<file path="config.mk">
export PLATFORM = sky130hd
export DESIGN_NAME = reg_read_stage_flat
export DESIGN_NICKNAME = d
export VERILOG_FILES = /design/src/rtl/reg_read_stage_pkg.sv /design/src/rtl/reg_read_stage_if.sv /design/src/rtl/reg_read_stage_reg_file.sv /design/src/rtl/reg_read_stage.sv /design/src/flat_wrapper.sv
export SDC_FILE = /design/constraint.sdc
export NUM_CORES = 2
export LEC_CHECK = 0
export CORE_UTILIZATION = 43
export CTS_BUF_LIST = sky130_fd_sc_hd__clkbuf_4 sky130_fd_sc_hd__clkbuf_8
export CTS_CLUSTER_DIAMETER = 80
export CTS_CLUSTER_SIZE = 16
export DETAILED_ROUTE_END_ITERATION = 10
export SLEW_MARGIN = 10
export SYNTH_ARGS = -nofsm -noshare
export SYNTH_HDL_FRONTEND = slang
export SYNTH_SLANG_ARGS = --single-unit
</file>
<file path="constraint.sdc">
create_clock -name clk -period 1.72 [get_ports clk]
set_input_delay 0.172 -clock clk [delete_from_list [all_inputs] [get_ports clk]]
set_output_delay 0.172 -clock clk [all_outputs]
set_load 0.01 [all_outputs]
</file>
<file path="src/rtl/reg_read_stage_pkg.sv">
// ---------------------------------------------------------------------------
// reg_read_stage_pkg
// Shared definitions for the decode/register-read stage of the R-type
// datapath: data and register-address widths, instruction field positions,
// the R-type opcode, the supported funct codes, and a helper that decides
// whether an instruction word is a supported R-type.
// ---------------------------------------------------------------------------
package reg_read_stage_pkg;

    localparam int DATA_W   = 32;
    localparam int ADDR_W   = 5;
    localparam int NUM_REGS = 32;

    // Instruction field positions (least significant bit of each field)
    localparam int OPCODE_LSB = 26;
    localparam int RS_LSB     = 21;
    localparam int RT_LSB     = 16;
    localparam int RD_LSB     = 11;
    localparam int SHAMT_LSB  = 6;
    localparam int FUNCT_LSB  = 0;

    localparam int OPCODE_W = 6;
    localparam int SHAMT_W  = 5;
    localparam int FUNCT_W  = 6;

    localparam logic [OPCODE_W-1:0] OPCODE_RTYPE = 6'b000000;

    typedef enum logic [FUNCT_W-1:0] {
        FUNCT_ADDU = 6'b001001,
        FUNCT_SUBU = 6'b001010,
        FUNCT_SLL  = 6'b100001,
        FUNCT_SLLV = 6'b110101
    } funct_e;

    // True only for an R-type opcode carrying one of the supported funct codes
    function automatic logic is_supported_rtype(
        input logic [OPCODE_W-1:0] opcode,
        input logic [FUNCT_W-1:0]  funct
    );
        logic funct_ok;
        funct_ok = 1'b0;
        case (funct)
            FUNCT_ADDU, FUNCT_SUBU, FUNCT_SLL, FUNCT_SLLV: funct_ok = 1'b1;
            default:                                       funct_ok = 1'b0;
        endcase
        return (opcode == OPCODE_RTYPE) && funct_ok;
    endfunction

endpackage

</file>
<file path="src/rtl/reg_read_stage_if.sv">
// ---------------------------------------------------------------------------
// reg_read_stage_if
// Bundles every handshake and bus signal of the register-read stage.
//   Upstream:  in_valid, in_ready, instr
//   Writeback: wb_en, wb_addr, wb_data
//   To ALU:    out_valid, out_ready, Rs_data, Rt_data, shamt, funct,
//              rd_addr, illegal
// Modports:
//   slave  - the register-read stage itself
//   master - the environment (fetch, writeback and ALU side)
// ---------------------------------------------------------------------------
interface reg_read_stage_if;
    import reg_read_stage_pkg::*;

    logic                in_valid;
    logic                in_ready;
    logic [DATA_W-1:0]   instr;

    logic                wb_en;
    logic [ADDR_W-1:0]   wb_addr;
    logic [DATA_W-1:0]   wb_data;

    logic                out_valid;
    logic                out_ready;
    logic [DATA_W-1:0]   Rs_data;
    logic [DATA_W-1:0]   Rt_data;
    logic [SHAMT_W-1:0]  shamt;
    logic [FUNCT_W-1:0]  funct;
    logic [ADDR_W-1:0]   rd_addr;
    logic                illegal;

    modport slave (
        input  in_valid, instr, wb_en, wb_addr, wb_data, out_ready,
        output in_ready, out_valid, Rs_data, Rt_data, shamt, funct,
               rd_addr, illegal
    );

    modport master (
        output in_valid, instr, wb_en, wb_addr, wb_data, out_ready,
        input  in_ready, out_valid, Rs_data, Rt_data, shamt, funct,
               rd_addr, illegal
    );

endinterface

</file>
<file path="src/rtl/reg_read_stage_reg_file.sv">
// ---------------------------------------------------------------------------
// reg_file
// 32 x 32-bit register file with two combinational read ports and one
// synchronous write port. Register 0 always reads zero and ignores writes.
// A synchronous active-low reset clears every register.
// Ports:
//   clk, rst_n              clock, synchronous active-low clear
//   rd_addr_a / rd_data_a   read port A (combinational)
//   rd_addr_b / rd_data_b   read port B (combinational)
//   wr_en, wr_addr, wr_data write port, takes effect at the rising edge
// ---------------------------------------------------------------------------
module reg_file
    import reg_read_stage_pkg::*;
(
    input  logic              clk,
    input  logic              rst_n,
    input  logic [ADDR_W-1:0] rd_addr_a,
    output logic [DATA_W-1:0] rd_data_a,
    input  logic [ADDR_W-1:0] rd_addr_b,
    output logic [DATA_W-1:0] rd_data_b,
    input  logic              wr_en,
    input  logic [ADDR_W-1:0] wr_addr,
    input  logic [DATA_W-1:0] wr_data
);

    logic [DATA_W-1:0] regs_q [NUM_REGS];
    logic [DATA_W-1:0] regs_d [NUM_REGS];

    // Next array contents: copy the current contents, then apply the single
    // write. Writes aimed at register 0 are dropped here so it never holds
    // anything but zero.
    always_comb begin
        for (int i = 0; i < NUM_REGS; i++) begin
            regs_d[i] = regs_q[i];
        end
        if (wr_en && (wr_addr != '0)) begin
            regs_d[wr_addr] = wr_data;
        end
    end

    // Array storage; reset wins over any write presented in the same cycle.
    always_ff @(posedge clk) begin
        if (!rst_n) begin
            for (int i = 0; i < NUM_REGS; i++) begin
                regs_q[i] <= '0;
            end
        end else begin
            regs_q <= regs_d;
        end
    end

    // Read ports return the stored (pre-write) value; register 0 is forced
    // to zero at the read mux as well.
    assign rd_data_a = (rd_addr_a == '0) ? '0 : regs_q[rd_addr_a];
    assign rd_data_b = (rd_addr_b == '0) ? '0 : regs_q[rd_addr_b];

endmodule

</file>
<file path="src/rtl/reg_read_stage.sv">
// ---------------------------------------------------------------------------
// reg_read_stage
// Decode/register-read stage ahead of the ALU. Accepts an instruction over a
// valid/ready handshake, splits it into fields, reads Rs and Rt from the
// register file and captures everything into a single output slot. Also
// owns the register-file write port driven by writeback.
// Ports:
//   clk    clock, all state updates on the rising edge
//   rst_n  synchronous active-low reset (clears slot and register file)
//   bus    reg_read_stage_if.slave: upstream handshake + instr, writeback
//          port, and the output slot towards the ALU
// Configuration macro:
//   REG_BYPASS_EN  when defined, a writeback to rs/rt in the same cycle as an
//                  accept is forwarded into the captured operand
//                  (write-first). When undefined, the captured operand is the
//                  pre-write array value (read-first).
// ---------------------------------------------------------------------------
module reg_read_stage
    import reg_read_stage_pkg::*;
(
    input  logic           clk,
    input  logic           rst_n,
    reg_read_stage_if.slave bus
);

    logic [OPCODE_W-1:0] opcode_field;
    logic [ADDR_W-1:0]   rs_field;
    logic [ADDR_W-1:0]   rt_field;
    logic [ADDR_W-1:0]   rd_field;
    logic [SHAMT_W-1:0]  shamt_field;
    logic [FUNCT_W-1:0]  funct_field;

    logic [DATA_W-1:0]   rf_rs_data;
    logic [DATA_W-1:0]   rf_rt_data;
    logic [DATA_W-1:0]   rs_value;
    logic [DATA_W-1:0]   rt_value;

    logic                accept;

    logic                out_valid_q, out_valid_d;
    logic [DATA_W-1:0]   rs_data_q,   rs_data_d;
    logic [DATA_W-1:0]   rt_data_q,   rt_data_d;
    logic [SHAMT_W-1:0]  shamt_q,     shamt_d;
    logic [FUNCT_W-1:0]  funct_q,     funct_d;
    logic [ADDR_W-1:0]   rd_addr_q,   rd_addr_d;
    logic                illegal_q,   illegal_d;

    assign opcode_field = bus.instr[OPCODE_LSB +: OPCODE_W];
    assign rs_field     = bus.instr[RS_LSB     +: ADDR_W];
    assign rt_field     = bus.instr[RT_LSB     +: ADDR_W];
    assign rd_field     = bus.instr[RD_LSB     +: ADDR_W];
    assign shamt_field  = bus.instr[SHAMT_LSB  +: SHAMT_W];
    assign funct_field  = bus.instr[FUNCT_LSB  +: FUNCT_W];

    reg_file u_reg_file (
        .clk       (clk),
        .rst_n     (rst_n),
        .rd_addr_a (rs_field),
        .rd_data_a (rf_rs_data),
        .rd_addr_b (rt_field),
        .rd_data_b (rf_rt_data),
        .wr_en     (bus.wb_en),
        .wr_addr   (bus.wb_addr),
        .wr_data   (bus.wb_data)
    );

    // Operand selection. With bypass enabled a same-cycle writeback to a
    // nonzero rs/rt overrides the array value; register 0 is never bypassed
    // because writes to it never land.
`ifdef REG_BYPASS_EN
    always_comb begin
        rs_value = rf_rs_data;
        rt_value = rf_rt_data;
        if (bus.wb_en && (bus.wb_addr == rs_field) && (rs_field != '0)) begin
            rs_value = bus.wb_data;
        end
        if (bus.wb_en && (bus.wb_addr == rt_field) && (rt_field != '0)) begin
            rt_value = bus.wb_data;
        end
    end
`else
    always_comb begin
        rs_value = rf_rs_data;
        rt_value = rf_rt_data;
    end
`endif

    // The slot can take a new instruction when it is empty or being drained
    // this very cycle, which gives one instruction per cycle when the ALU
    // keeps out_ready high.
    assign bus.in_ready = !out_valid_q || bus.out_ready;
    assign accept       = bus.in_valid && bus.in_ready;

    // Slot next-state: load everything on accept; on a drain without a new
    // accept only out_valid drops and the data fields keep their last value.
    // While stalled nothing changes, so later register writes cannot disturb
    // the captured operands.
    always_comb begin
        out_valid_d = out_valid_q;
        rs_data_d   = rs_data_q;
        rt_data_d   = rt_data_q;
        shamt_d     = shamt_q;
        funct_d     = funct_q;
        rd_addr_d   = rd_addr_q;
        illegal_d   = illegal_q;
        if (accept) begin
            out_valid_d = 1'b1;
            rs_data_d   = rs_value;
            rt_data_d   = rt_value;
            shamt_d     = shamt_field;
            funct_d     = funct_field;
            rd_addr_d   = rd_field;
            illegal_d   = !is_supported_rtype(opcode_field, funct_field);
        end else if (out_valid_q && bus.out_ready) begin
            out_valid_d = 1'b0;
        end
    end

    // Slot registers; reset discards any pending instruction without a
    // handshake.
    always_ff @(posedge clk) begin
        if (!rst_n) begin
            out_valid_q <= 1'b0;
            rs_data_q   <= '0;
            rt_data_q   <= '0;
            shamt_q     <= '0;
            funct_q     <= '0;
            rd_addr_q   <= '0;
            illegal_q   <= 1'b0;
        end else begin
            out_valid_q <= out_valid_d;
            rs_data_q   <= rs_data_d;
            rt_data_q   <= rt_data_d;
            shamt_q     <= shamt_d;
            funct_q     <= funct_d;
            rd_addr_q   <= rd_addr_d;
            illegal_q   <= illegal_d;
        end
    end

    assign bus.out_valid = out_valid_q;
    assign bus.Rs_data   = rs_data_q;
    assign bus.Rt_data   = rt_data_q;
    assign bus.shamt     = shamt_q;
    assign bus.funct     = funct_q;
    assign bus.rd_addr   = rd_addr_q;
    assign bus.illegal   = illegal_q;

endmodule

</file>
<file path="src/flat_wrapper.sv">
// flat-port wrapper written by rule: the top's interface ports become plain ports
module reg_read_stage_flat import reg_read_stage_pkg::*;
  (clk, rst_n, bus_in_valid, bus_instr, bus_wb_en, bus_wb_addr, bus_wb_data, bus_out_ready, bus_in_ready, bus_out_valid, bus_Rs_data, bus_Rt_data, bus_shamt, bus_funct, bus_rd_addr, bus_illegal);
  reg_read_stage_if bus_i ();
  input  logic clk;
  input  logic rst_n;
  input wire logic [$bits(bus_i.in_valid)-1:0] bus_in_valid;
  input wire logic [$bits(bus_i.instr)-1:0] bus_instr;
  input wire logic [$bits(bus_i.wb_en)-1:0] bus_wb_en;
  input wire logic [$bits(bus_i.wb_addr)-1:0] bus_wb_addr;
  input wire logic [$bits(bus_i.wb_data)-1:0] bus_wb_data;
  input wire logic [$bits(bus_i.out_ready)-1:0] bus_out_ready;
  output wire logic [$bits(bus_i.in_ready)-1:0] bus_in_ready;
  output wire logic [$bits(bus_i.out_valid)-1:0] bus_out_valid;
  output wire logic [$bits(bus_i.Rs_data)-1:0] bus_Rs_data;
  output wire logic [$bits(bus_i.Rt_data)-1:0] bus_Rt_data;
  output wire logic [$bits(bus_i.shamt)-1:0] bus_shamt;
  output wire logic [$bits(bus_i.funct)-1:0] bus_funct;
  output wire logic [$bits(bus_i.rd_addr)-1:0] bus_rd_addr;
  output wire logic [$bits(bus_i.illegal)-1:0] bus_illegal;
  assign bus_i.in_valid = bus_in_valid;
  assign bus_i.instr = bus_instr;
  assign bus_i.wb_en = bus_wb_en;
  assign bus_i.wb_addr = bus_wb_addr;
  assign bus_i.wb_data = bus_wb_data;
  assign bus_i.out_ready = bus_out_ready;
  assign bus_in_ready = bus_i.in_ready;
  assign bus_out_valid = bus_i.out_valid;
  assign bus_Rs_data = bus_i.Rs_data;
  assign bus_Rt_data = bus_i.Rt_data;
  assign bus_shamt = bus_i.shamt;
  assign bus_funct = bus_i.funct;
  assign bus_rd_addr = bus_i.rd_addr;
  assign bus_illegal = bus_i.illegal;
  reg_read_stage u_core (.clk(clk), .rst_n(rst_n), .bus(bus_i));
endmodule
</file>
==> out/results.txt <==
In this run, synthesis inferred 0 flip-flops with an integrated enable. The vertical die dimension works out to 362 um. Startpoint type of the worst setup path: a flip-flop. The shortest period the worst path allows works out to 1.91 ns. The logs give 0 for the final-report hold violation count and 128,000 um^2 for the floorplan core area.

The power share of the sequential group was 0.566. Fill cells in the final layout number 11,500. Summing over every cut layer, the via total after detailed routing is 51,600.

The starting density of the core is 0.435. For this run, the slowest stage of the critical path takes 0.33 ns. Clock-pin slew was measured on the worst setup and hold paths at 0.12 ns. For this run, the number of Yosys warnings is 0. STA puts the critical path data required time at 2.45 ns.

TritonCTS built the clock tree. The register area was 22,200 um^2. Met3 wirelength from detailed routing: 28,600 um. The tools report the sequential area share after synthesis as 0.398. The half-perimeter wire length of the detailed placement result is 150,000 um, and the insertion delay to the later sink of the worst-skew pair is 0.84 ns. Adding up every negative setup slack in the final design gives -5.83 ns. The run gives 131 as the number of cell rows.

The violation count after the first detailed-routing iteration was 7,303; the area of all placed cells without fillers was 66,800 um^2. The post-synthesis async set-or-reset flop share was 0; the net load switching power was 0.0131 W. The clock arrives with 0.0572 ns of skew. The mapped netlist covers 55,600 um^2.

Share of total power in combinational logic: 0.140. The routed design has 230,000 um of wire. For the largest net degree at the start of global routing, the log shows 116. STA classifies the critical path endpoint as a flip-flop. Clock power share: 0.294.

The net count reported at finish was 6,607. 157 I/O pins were placed. The dominant register cell in the synthesized netlist was sky130_fd_sc_hd__dfxtp_1. Switching fraction of total power: 0.285. Walking the worst path, the cells encountered are nor2b_4, buf_8, buf_6, buf_12, nor4_4, buf_6, clkbuf_16, buf_12, a41oi_2, o211ai_1. The arrival time of the worst setup path is 2.64 ns. The path class of the tightest hold or removal check is in -> reg. In this run the top signal layer used is met5. Setup violations remaining at the end of the flow were counted as 54. The number of register bits inferred by synthesis works out to 1,106. The run gives 0.0330 W as the cell-internal power. The layout cell share with drive strength beyond 1 came out at 0.207. For this design, the slowest cell found on the critical path is sky130_fd_sc_hd__dfxtp_2. The global-route usage over all layers came out at 0.339. Timing would allow up to 525 MHz.

The classification of the worst setup path is reg -> reg. The areal power density over the cells is 690 nW/um^2. The largest voltage drop on the vdd net is 0.494 mV, and the number of nets produced by synthesis is 6,402. The worst-path maximum fanout was 6. The run gives 8,275 as the post-layout instance count excluding filler cells. For the remaining design rule violation count, the log shows 0. CTS built an H-tree with a depth of 3.

The number of clock buffers added by TritonCTS is 81. Post-synthesis area per instance: 8.79 um^2. In this run the static leakage power is 23.7 nW. The routed length on met2 was 101,000 um; the area overhead of the layout relative to synthesis was 20.1%.

The final core utilization was 0.522. The root buffer cell was sky130_fd_sc_hd__clkbuf_8. The number of buffers on the longest clock path was 3.

The footprint of the multi-input gates came out at 31,300 um^2. The detailed router put a total of 89,500 um of wire on met1. Clock tree synthesis found a total of 1,106 sinks. The count of nets left with antenna violations once routing finished came out at 0. Max-cap violations in this run came to 0. The die covers 131,000 um^2.

The final reports fail on negative setup slack. The first global-routing pass estimated 330,000 um of wire. Setup repair after global routing could not meet its margin everywhere. The iteration count of the initial detailed-routing pass was 6. After detailed routing, the average wire length per cell comes to 27.8 um. Summed over all layers, the global routing overflow is 0. The congestion estimate from routability-driven global placement came to 0.962. For the count of placed standard cells including taps, the log shows 8,128.

The logs give 47,700 for the via count of the first global-routing pass and 6,328 for the post-synthesis instance total. Die extent in x: 362 um. The placed instances occupy a cell area of 64,100 um^2. The count of buffers inserted at the top-level ports is 156.

The final critical-path share of the clock period was 1.11; the final critical-path setup slack was -0.186 ns. The run finished, with violations left. For the pin with the worst max-slew slack, the measured transition is 0.834 ns.

After detailed routing, the number of vias per cell comes to 6.23. The initial antenna violation count is 13, and the relative max-transition margin is 0.444. The final max-slew violation count was 0. In this run, distinct cell masters in the synthesized netlist total 49.
[registers in the layout, indices dropped and copies added, names as in the netlist]
name	cells
u_core.bus.Rs_data	32
u_core.u_reg_file.regs_q	1024
u_core.bus.rd_addr	5
u_core.bus.out_valid	1
u_core.bus.Rt_data	32
u_core.bus.funct	6
u_core.bus.illegal	1
u_core.bus.shamt	5
[what timing repair did]
item | CTS | global route
endpoints found under the setup margin | 111 | 65
endpoints found under the hold margin | 82 | 0
setup buffers | 7 | 6
resized for setup | 228 | 38
gates cloned | 10 | 11
pin swaps | 56 | 29
hold buffers | 18 | 0
[worst paths after layout]
check                  startpoint                     end  slack (ns)  depth (start not counted)
max          u_core.bus.out_valid  u_core.bus.Rs_data[19]       -0.19                         10
min                 bus_instr[16]  u_core.bus.Rt_data[26]        0.07                          4
max reg2reg  u_core.bus.out_valid  u_core.bus.Rs_data[19]       -0.19                         10
min reg2reg   u_core.bus.funct[4]     u_core.bus.funct[4]        0.45                          2
[final cells by class]
type / instances / area share
multi-input combinational: 4554 / 0.468
sequential: 1106 / 0.333
timing repair buffer: 787 / 0.148
tap: 1729 / 0.0324
clock buffer: 86 / 0.0176
clock inverter: 8 / 0.00103
inverter: 3 / 0.000300
antenna: 2 / 0.0000749
[power by group through the flow]
| stage | Clock (W) | Combinational, W | Sequential [W] |
|---|---|---|---|
| floorplan | 0 | 0.00302 | 0.0266 |
| global placement | 0 | 0.00597 | 0.0266 |
| detailed placement | 0 | 0.00599 | 0.0267 |
| CTS | 0.0137 | 0.00616 | 0.0261 |
| global route | 0.0145 | 0.00662 | 0.0261 |
| finish | 0.0136 | 0.00645 | 0.0261 |
[per-layer routing]
layer | GRT usage | up-vias
met5 | 0 | -
met4 | 0.143 | 10
met3 | 0.0909 | 636
met2 | 0.517 | 3267
met1 | 0.451 | 25200
li1 | - | 22500
[metrics by stage]
| stage | worst slack [ns] | hold slack, ns | total power, W |
|---|---|---|---|
| after detailed placement | -0.481 | 0.447 | 0.0326 |
| after global routing | -0.226 | 0.118 | 0.0473 |
| final | -0.186 | 0.0708 | 0.0461 |
| after CTS | -0.151 | 0.0244 | 0.0459 |
| after global placement | -0.458 | 0.442 | 0.0326 |
| after floorplan | 0.0156 | 0.308 | 0.0296 |
[cell usage after synthesis (all sizes together) (4+ instances only)]
library cell	instances	area, um^2
dfxtp	1106	22100
a21oi	1030	5150
a22oi	168	1260
o211a	64	641
mux2	96	1080
clkbuf	373	1420
nor3	5	40.0
a41oi	64	561
mux4	344	7750
nor2	27	104
a211oi	12	90.1
and4bb	4	50.1
nand3	67	335
o311ai	32	280
and3	13	81.3
buf	292	1640
nor2b	19	119
and2	62	388
nand2	2055	7710
o211ai	32	240
mux2i	420	4200
nand2b	14	87.6
[cells by family after synthesis]
logic type,after synthesis,synth area share
AO/OA/AOI/OAI,1404,0.148
XOR/XNOR,2,0.000315
buffers and inverters,668,0.0553
flip-flops,1106,0.398
multiplexers,860,0.234
AND/OR/NAND/NOR,2288,0.164
[layout by cell type (no fill, tap or decap), types with 87 or more instances in the layout]
master | netlist | routed
sky130_fd_sc_hd__a21oi_1 | 1030 | 1030
sky130_fd_sc_hd__buf_12 | 0 | 254
sky130_fd_sc_hd__nand2_1 | 2055 | 2030
sky130_fd_sc_hd__dfxtp_1 | 1106 | 1067
sky130_fd_sc_hd__mux4_2 | 344 | 344
sky130_fd_sc_hd__mux2_2 | 96 | 96
sky130_fd_sc_hd__mux2i_1 | 420 | 420
sky130_fd_sc_hd__buf_4 | 46 | 332
sky130_fd_sc_hd__clkbuf_8 | 0 | 87
sky130_fd_sc_hd__a22oi_1 | 168 | 168
[critical path, delay by kind of cell, from the launching register on]
family,cells,cell delay (ns)
AO/OA/AOI/OAI,2,0.26
flip-flops,1,0.33
buffers and inverters,6,0.85
AND/OR/NAND/NOR,2,0.33
(Power assumes the default switching activity.)
